## config.mk

```make
export PLATFORM = sky130hd
export DESIGN_NAME = instruction_loader
export DESIGN_NICKNAME = d
export VERILOG_FILES = /design/src/rtl/instruction_loader_pkg.sv /design/src/rtl/instruction_loader_word_assembler.sv /design/src/rtl/instruction_loader.sv
export SDC_FILE = /design/constraint.sdc
export NUM_CORES = 1
export LEC_CHECK = 0
export ABC_CLOCK_PERIOD_IN_PS = 2410
export CAP_MARGIN = 20
export CELL_PAD_IN_SITES_DETAIL_PLACEMENT = 0
export CELL_PAD_IN_SITES_GLOBAL_PLACEMENT = 1
export CORE_ASPECT_RATIO = 0.9
export CORE_MARGIN = 2
export CORE_UTILIZATION = 35
export DETAILED_ROUTE_END_ITERATION = 10
export GPL_ROUTABILITY_DRIVEN = 0
export MAX_ROUTING_LAYER = met4
export PLACE_DENSITY = 0.75
export SLEW_MARGIN = 20
export SYNTH_ARGS = -nofsm -noshare
export SYNTH_HDL_FRONTEND = slang
export SYNTH_SLANG_ARGS = --single-unit
```

## constraint.sdc

```tcl
create_clock -name clk -period 2.41 [get_ports clk]
set_clock_uncertainty 0.2 [all_clocks]
set_input_delay 0.3615 -clock clk [delete_from_list [all_inputs] [get_ports clk]]
set_output_delay 0.3615 -clock clk [all_outputs]
set_load 0.05 [all_outputs]
```

## src/rtl/instruction_loader_pkg.sv

```systemverilog
// Shared types and constants for the instruction-memory boot loader.
package instruction_loader_pkg;

  typedef enum logic [2:0] {
    IDLE,
    RECEIVE,
    WRITE,
    DONE,
    ERROR
  } loader_state_t;

  localparam int unsigned BYTES_PER_WORD = 4;
  localparam int unsigned WORD_ADDR_STEP = 4;

  // True when the byte index selects the most significant lane of a word.
  function automatic logic is_last_lane(input logic [1:0] index);
    return index == 2'(BYTES_PER_WORD - 1);
  endfunction

endpackage

```

## src/rtl/instruction_loader_word_assembler.sv

```systemverilog
// Little-endian byte-to-word assembler: byte k of a word lands in lane [8k+7:8k].
module word_assembler
  import instruction_loader_pkg::*;
(
  input  logic        clk,
  input  logic        rst,
  input  logic        clear,
  input  logic        load_byte,
  input  logic [7:0]  data,
  output logic [31:0] word,
  output logic        word_full
);

  logic [1:0] index;

  // The byte being loaded now completes the word.
  assign word_full = load_byte && is_last_lane(index);

  // Byte index counter and lane register; the index wraps after the last lane.
  always_ff @(posedge clk or posedge rst) begin
    if (rst) begin
      index <= '0;
      word  <= '0;
    end else if (clear) begin
      index <= '0;
      word  <= '0;
    end else if (load_byte) begin
      case (index)
        2'd0:    word[7:0]   <= data;
        2'd1:    word[15:8]  <= data;
        2'd2:    word[23:16] <= data;
        default: word[31:24] <= data;
      endcase
      index <= index + 2'd1;
    end
  end

endmodule

```

## src/rtl/instruction_loader.sv

```systemverilog
// Boot-time instruction memory writer: byte stream in, one word write per four bytes.
module instruction_loader
  import instruction_loader_pkg::*;
#(
  parameter int size_memory  = 1024,
  parameter int size_address = 12
) (
  input  logic                    clk,
  input  logic                    rst,
  input  logic                    start,
  input  logic                    in_valid,
  input  logic [7:0]              in_data,
  input  logic                    in_last,
  output logic                    in_ready,
  output logic                    wr_en,
  output logic [size_address-1:0] wr_address,
  output logic [31:0]             wr_data,
  output logic                    busy,
  output logic                    done,
  output logic                    error,
  output logic [size_address-2:0] words_loaded
);

  localparam logic [size_address-2:0] MAX_WORDS = (size_address-1)'(size_memory);
  localparam logic [size_address-1:0] ADDR_STEP = size_address'(WORD_ADDR_STEP);

  loader_state_t state, state_next;

  logic [size_address-1:0] addr_q;
  logic                    last_q;
  logic                    accept;
  logic                    at_capacity;
  logic                    load_byte;
  logic                    clear;
  logic                    word_full;

  // A byte is accepted whenever the source offers one in RECEIVE.
  assign accept      = in_valid && (state == RECEIVE);
  assign at_capacity = (words_loaded == MAX_WORDS);
  // Bytes arriving once the memory is full are dropped rather than assembled.
  assign load_byte   = accept && !at_capacity;
  assign clear       = start && ((state == IDLE) || (state == DONE) || (state == ERROR));

  word_assembler u_assembler (
    .clk       (clk),
    .rst       (rst),
    .clear     (clear),
    .load_byte (load_byte),
    .data      (in_data),
    .word      (wr_data),
    .word_full (word_full)
  );

  // State register.
  always_ff @(posedge clk or posedge rst) begin
    if (rst) begin
      state <= IDLE;
    end else begin
      state <= state_next;
    end
  end

  // Next-state decode; overflow takes precedence over word completion and in_last.
  always_comb begin
    state_next = state;
    case (state)
      IDLE, DONE, ERROR: begin
        if (start) begin
          state_next = RECEIVE;
        end
      end
      RECEIVE: begin
        if (accept) begin
          if (at_capacity) begin
            state_next = ERROR;
          end else if (word_full) begin
            state_next = WRITE;
          end else if (in_last) begin
            state_next = ERROR;
          end
        end
      end
      WRITE: begin
        state_next = last_q ? DONE : RECEIVE;
      end
      default: begin
        state_next = IDLE;
      end
    endcase
  end

  // Address and word counters; the write address is latched with the completing
  // byte so it keeps naming the last written word once the counter moves on.
  always_ff @(posedge clk or posedge rst) begin
    if (rst) begin
      addr_q       <= '0;
      words_loaded <= '0;
      wr_address   <= '0;
      last_q       <= 1'b0;
    end else begin
      if (clear) begin
        addr_q       <= '0;
        words_loaded <= '0;
      end
      if (word_full) begin
        wr_address <= addr_q;
        last_q     <= in_last;
      end
      if (state == WRITE) begin
        addr_q       <= addr_q + ADDR_STEP;
        words_loaded <= words_loaded + (size_address-1)'(1);
      end
    end
  end

  // Status and handshake outputs decoded from state only.
  assign in_ready = (state == RECEIVE);
  assign wr_en    = (state == WRITE);
  assign busy     = (state == RECEIVE) || (state == WRITE);
  assign done     = (state == DONE);
  assign error    = (state == ERROR);

endmodule
```

; ---- Yosys cells after proc, flatten, opt, wreduce, memory -nomap -nowiden
; Index checks and enable logic that the tools add are counted.
[totals]
output_inout_bits = 60
in_bits = 13
latch_bits = 0
romBits = 0
register_bits = 73
ram_bits = 0
n_memories = 0
[op_classes]
order_cmp = 0
n_bitwise = 0
shifts = 0
muxes = 19
div = 0
n_eq_ne = 12
addsub = 3
n_reduce_logical = 22
n_mul = 0
[ops]
columns = op, count
row1 = 32-bit 2-to-1 mux, 2
row2 = 8-bit 2-to-1 mux, 4
row3 = 12-bit 2-to-1 mux, 2
row4 = 11-bit 2-to-1 mux, 2
row5 = 3-bit 2-to-1 mux, 5
row6 = 12-bit by 3-bit adder with 12-bit output (second input constant), 1
row7 = 11-bit by 1-bit adder with 11-bit output (second input constant), 1
row8 = 11-bit equality test (second input constant), 1
row9 = 2-bit nonzero test, 5
row10 = 3-bit one-hot mux with 3 select lines, 1
row11 = 2-bit AND reduction, 4
row12 = 3-bit by 2-bit equality test with 1-bit output (second input constant), 2
row13 = 2-bit 2-to-1 mux, 3
row14 = 3-bit OR reduction, 2
row15 = 2-bit equality test (second input constant), 2
row16 = 1-bit logical AND, 4
row17 = 2-bit by 1-bit inequality test with 1-bit output (second input constant), 2
row18 = 4-bit by 2-bit inequality test with 1-bit output (second input constant), 1
row19 = 3-bit by 1-bit equality test with 1-bit output (second input constant), 1
row20 = 3-bit equality test (second input constant), 1
row21 = 3-bit logical NOT, 1
row22 = 1-bit logical OR, 3
row23 = 3-bit AND reduction, 1
row24 = 2-bit by 1-bit adder with 2-bit output (second input constant), 1
row25 = 4 further kinds, 4

; ---- Longest topological paths before layout
[depth]
ltp_word = 8
depth_mapped = 8
depth_no_buf = 6

; ---- Hierarchy
; Synthesis repeated with hierarchy kept, for this count alone.
[unflattened]
hier_cells = 303
area_unflattened_um2 = 3430.8
[modules_own_cells]
columns = module, instances, cells_each, seq_area_each_um2, area_per_inst_um2
row1 = instruction_loader, 1, 171, 875.8, 1815.5
row2 = word_assembler, 1, 132, 850.8, 1615.3

; ---- Worst setup path before layout
; No wires, ideal clock.
[synth_timing]
path_type = reg-to-reg
from = register words_loaded[0]
to = register last_q
synth_period_minus_slack_ns = 2.388
path_stages_with_launch = 8
required_time_ns = 2.085
t_arrival_ns = 2.063
path_slack_ns = 0.022
n_path_buf = 1
setup_time_ns = 0.125
path_cell_list = dfrtp_1 -> inv_1 -> ha_1 -> nor4bb_1 -> a311oi_2 -> nand2_2 -> buf_6 -> mux2_4
[synth_via]
elab_chain_len = 4
[synth_lines]
columns = element, line_no
row1 = "start, declared", instruction_loader.sv:21  ; output logic [size_address-2:0] words_loaded
row2 = "start signal, assigned", instruction_loader.sv:111  ; words_loaded <= words_loaded + (size_address-1)'(1);
row3 = 11-bit equality test, instruction_loader.sv:39  ; assign at_capacity = (words_loaded == MAX_WORDS);
row4 = 1-bit logical NOT, instruction_loader.sv:41  ; assign load_byte = accept && !at_capacity;
row5 = 1-bit logical AND, instruction_loader.sv:41
row6 = 1-bit logical AND, instruction_loader_word_assembler.sv:17  ; assign word_full = load_byte && is_last_lane(index);
row7 = "end signal, assigned", instruction_loader.sv:107  ; last_q <= in_last;
row8 = "end, declared", instruction_loader.sv:30  ; logic last_q;
; Every way passes these cells.
; A chain may end at the register's enable or synchronous reset.

; ---- Worst setup path in the final report
[layout_timing]
from = register state[2]
to = output port wr_en
[layout_via]
elab_chain_len = 1
[layout_lines]
columns = element, line_no
row1 = "start, declared", instruction_loader.sv:27  ; loader_state_t state, state_next;
row2 = "start signal, assigned", instruction_loader.sv:59  ; state <= state_next;
row3 = 3-bit by 2-bit equality test with 1-bit output, instruction_loader.sv:118  ; assign wr_en = (state == WRITE);
row4 = "end, declared", instruction_loader.sv:15  ; output logic wr_en,
; Every way passes these cells.

==> results.py <==
metrics = {
    "status": {
        "outcome": "complete, no violations",
    },
    "finish": {
        "final_nets": 418,
        "diodes": 0,
        "drive_above_1_share_pct": 12.7,
        "syn2layout_area_growth_pct": 33.3,
    },
    "drt": {
        "antenna_left": 0,
        "drt-vias-per-instance": 4.97,
        "dr_total_vias": 2604,
        "first_pass_iters": 6,
        "drc": 0,
        "postRouteWirelength_um": 7960,
        "wl_per_cell_um": 15.2,
        "drtIter0Drc": 98,
    },
    "synthesis": {
        "yosysSeqAreaShare_pct": 53.3,
        "synth_area_leader_cell": "dfrtp_1",
        "ys_ff_latch": 69,
        "synth_area_um2": 3240,
        "synth_edf_count": 0,
        "synth.avg_cell_area_um2": 9.99,
        "synth-simple-area-share_pct": 19.5,
        "synthTopCellsByCount": "dfrtp_1 (69), nand2_1 (52), nand3_1 (43)",
        "yosysWarnings": 0,
        "ys_types": 43,
        "synth_top_family_by_area": "simple AND/OR/NAND/NOR gates",
        "async_reset_ff_share_pct": 100,
        "synthXorXnorAreaFrac_pct": 1.62,
        "synthCells": 324,
        "synthAdderAreaFrac_pct": 3.09,
        "ys_top_cells_by_area": "dfrtp_1 (53%), nand3_1 (6.6%), nand2_1 (6.0%)",
        "synthMuxAreaShare_pct": 6.41,
        "synth-compound-area-share_pct": 11.1,
        "yosys.cell_count.top_type": "dfrtp_1",
        "yosysTopAreaCellShare_pct": 53.3,
        "synthFlopType": "dfrtp_1",
    },
    "power_and_ir_drop": {
        "combPwrFrac_pct": 41.9,
        "pwr-share-clk_pct": 21.2,
        "p_int_w": 0.00228,
        "seq_power_share_pct": 37.0,
        "p_leak_nw": 1.95,
        "peakVddDrop_mv": 0.407,
        "switchingPower_w": 0.00165,
        "power.total_w": 0.00394,
        "switching_share_pct": 42.0,
        "powerDensity_nw_per_um2": 912,
    },
    "die": {
        "rows": 33,
        "die_x_um": 105,
        "dieHeight_um": 95.3,
        "die_area_um2": 10000,
        "start_util_pct": 35.8,
        "pin_count": 73,
        "core-area_um2": 9040,
    },
    "global_route": {
        "grt.overflow.total": 0,
        "track_usage_pct": 17.0,
        "grt_pass1_wl_um": 12600,
        "grt_pass1_vias": 2407,
        "grt_antenna_before_repair": 0,
        "grt_use_met3_pct": 2.67,
        "met2_usage_pct": 24.3,
        "gr-max-usage-layer": "met2",
        "grt_max_degree": 70,
        "groute.layer.met1.usage_pct": 23.7,
    },
    "hold_path": {
        "hp-class": "input pin to async pin",
    },
    "cts": {
        "cts-root-buf": "clkbuf_8",
        "cts_setup_buffers": 0,
        "clock_latency_ns": 0.34,
        "cts_sinks": 69,
        "cts_buffer_depth": 2,
        "path_clk_slew_ns": 0.07,
        "tritoncts": "built",
        "numCtsBuffers": 9,
        "cts_htree_levels": 3,
    },
    "timing": {
        "fin_crit_sh_pct": 97.4,
        "tightest_slew_ns": 0.517,
        "drv_slew": 0,
        "min_period_ns": 2.35,
        "fmax_ghz": 0.426,
        "slew_headroom_pct": 65.5,
        "fin_hold_ws_ns": 0.223,
        "setup_tns_ns": 0,
        "finalSetupViolCount": 0,
        "report.final.hold_viol_count": 0,
    },
    "run": {
        "maxCapViolations": 0,
    },
    "critical_path": {
        "required_ns": 1.85,
        "critPathArrivalTime_ns": 1.79,
        "crit_path_end_kind": "output port",
        "cp-start-kind": "flip-flop",
        "path_max_fanout": 13,
        "worstSetupPathType": "flip-flop to output port",
    },
    "placed_design": {
        "place.port_buffers": 70,
        "place_hpwl_um": 5480,
    },
}
-- placed cells by master (no fill, tap or decap), drive strengths merged, types with 3 or more instances in the layout --
cell type / synthesis / layout
dfrtp: 69 / 69
clkdlybuf4s50: 0 / 65
nand2: 53 / 53
nand3: 43 / 43
o21ai: 38 / 38
buf: 12 / 17
clkbuf: 9 / 12
mux2: 11 / 11
inv: 10 / 10
nor2: 9 / 9
ha: 8 / 8
nand4: 6 / 6
mux2i: 5 / 5
a21oi: 5 / 5
o31ai: 5 / 5
and2: 5 / 5
and3: 4 / 4
xor2: 4 / 4
o211ai: 4 / 4
clkinv: 0 / 4
o21a: 3 / 3
-- stage by stage --
stage | instance area (um2) | std cells | utilization, % | setup WS (ns)
after floorplan | 3240 | 325 | - | 0.0218
after global placement | 4130 | 508 | 45.7 | 0.156
after detailed placement | 4130 | 508 | 45.7 | 0.0744
after CTS | 4300 | 524 | 47.6 | 0.0169
after global routing | 4320 | 524 | 47.7 | -0.000839
final | 4320 | 524 | 47.7 | 0.0624
-- layer usage --
metal  wire length, um  up-vias
li1                  -     1275
met3               329       10
met5                 0        -
met1              3770     1267
met2              3720       52
met4               149        0
-- worst paths after layout --
| kind | to | start | slack [ns] | cells after the start |
|---|---|---|---|---|
| worst max-delay path | wr_en | state[2] | 0.06 | 5 |
| worst min-delay path | addr_q[8] | rst | 0.22 | 3 |
| worst max register to register | u_assembler.word[19] | words_loaded[1] | 0.15 | 8 |
| worst min register to register | addr_q[11] | addr_q[11] | 0.29 | 1 |
| max in group asynchronous | words_loaded[3] | rst | 1.50 | 3 |
| min in group clk | addr_q[11] | addr_q[11] | 0.29 | 1 |
-- layout make-up --
| class | instances | area (um2) |
|---|---|---|
| clock buffer | 12 | 145 |
| clock inverter | 4 | 23.8 |
| fill | 853 | 4730 |
| inverter | 10 | 40.0 |
| multi-input combinational | 225 | 1380 |
| sequential | 69 | 1730 |
| tap | 122 | 153 |
| timing repair buffer | 82 | 845 |
-- critical path, stage by stage, from the launching register on --
cell and delay [ns]:
dfrtp_1 0.37, buf_4 0.14, or3_1 0.44, inv_4 0.17, buf_4 0.18, buf_12 0.14
-- power groups by stage --
stage	Sequential [W]	Clock, W	Combinational, W
after global routing	0.00148	0.000914	0.00175
after floorplan	0.00188	0	0.000652
final	0.00146	0.000833	0.00165
after CTS	0.00146	0.000864	0.00166
after global placement	0.00147	0	0.00164
after detailed placement	0.00148	0	0.00165
-- logic make-up after synthesis --
group	Yosys count
buf+inv	31
simple gates	132
other cells	1
flops	69
xor+xnor	6
fa+ha+maj	8
mux	16
compound gates	61
-- registers in the layout (all words and copies together) (netlist names) --
| register | flops |
|---|---|
| addr_q | 10 |
| words_loaded | 11 |
| u_assembler.index | 2 |
| u_assembler.word | 32 |
| wr_address | 10 |
| last_q | 1 |
| state | 3 |
-- what timing repair did --
item                                    4_1_cts  5_1_grt
endpoints found under the setup margin        0       44
resized for setup                             0        7
hold buffers                                  0        0
Note: power is estimated with default switching activity, not from simulation.
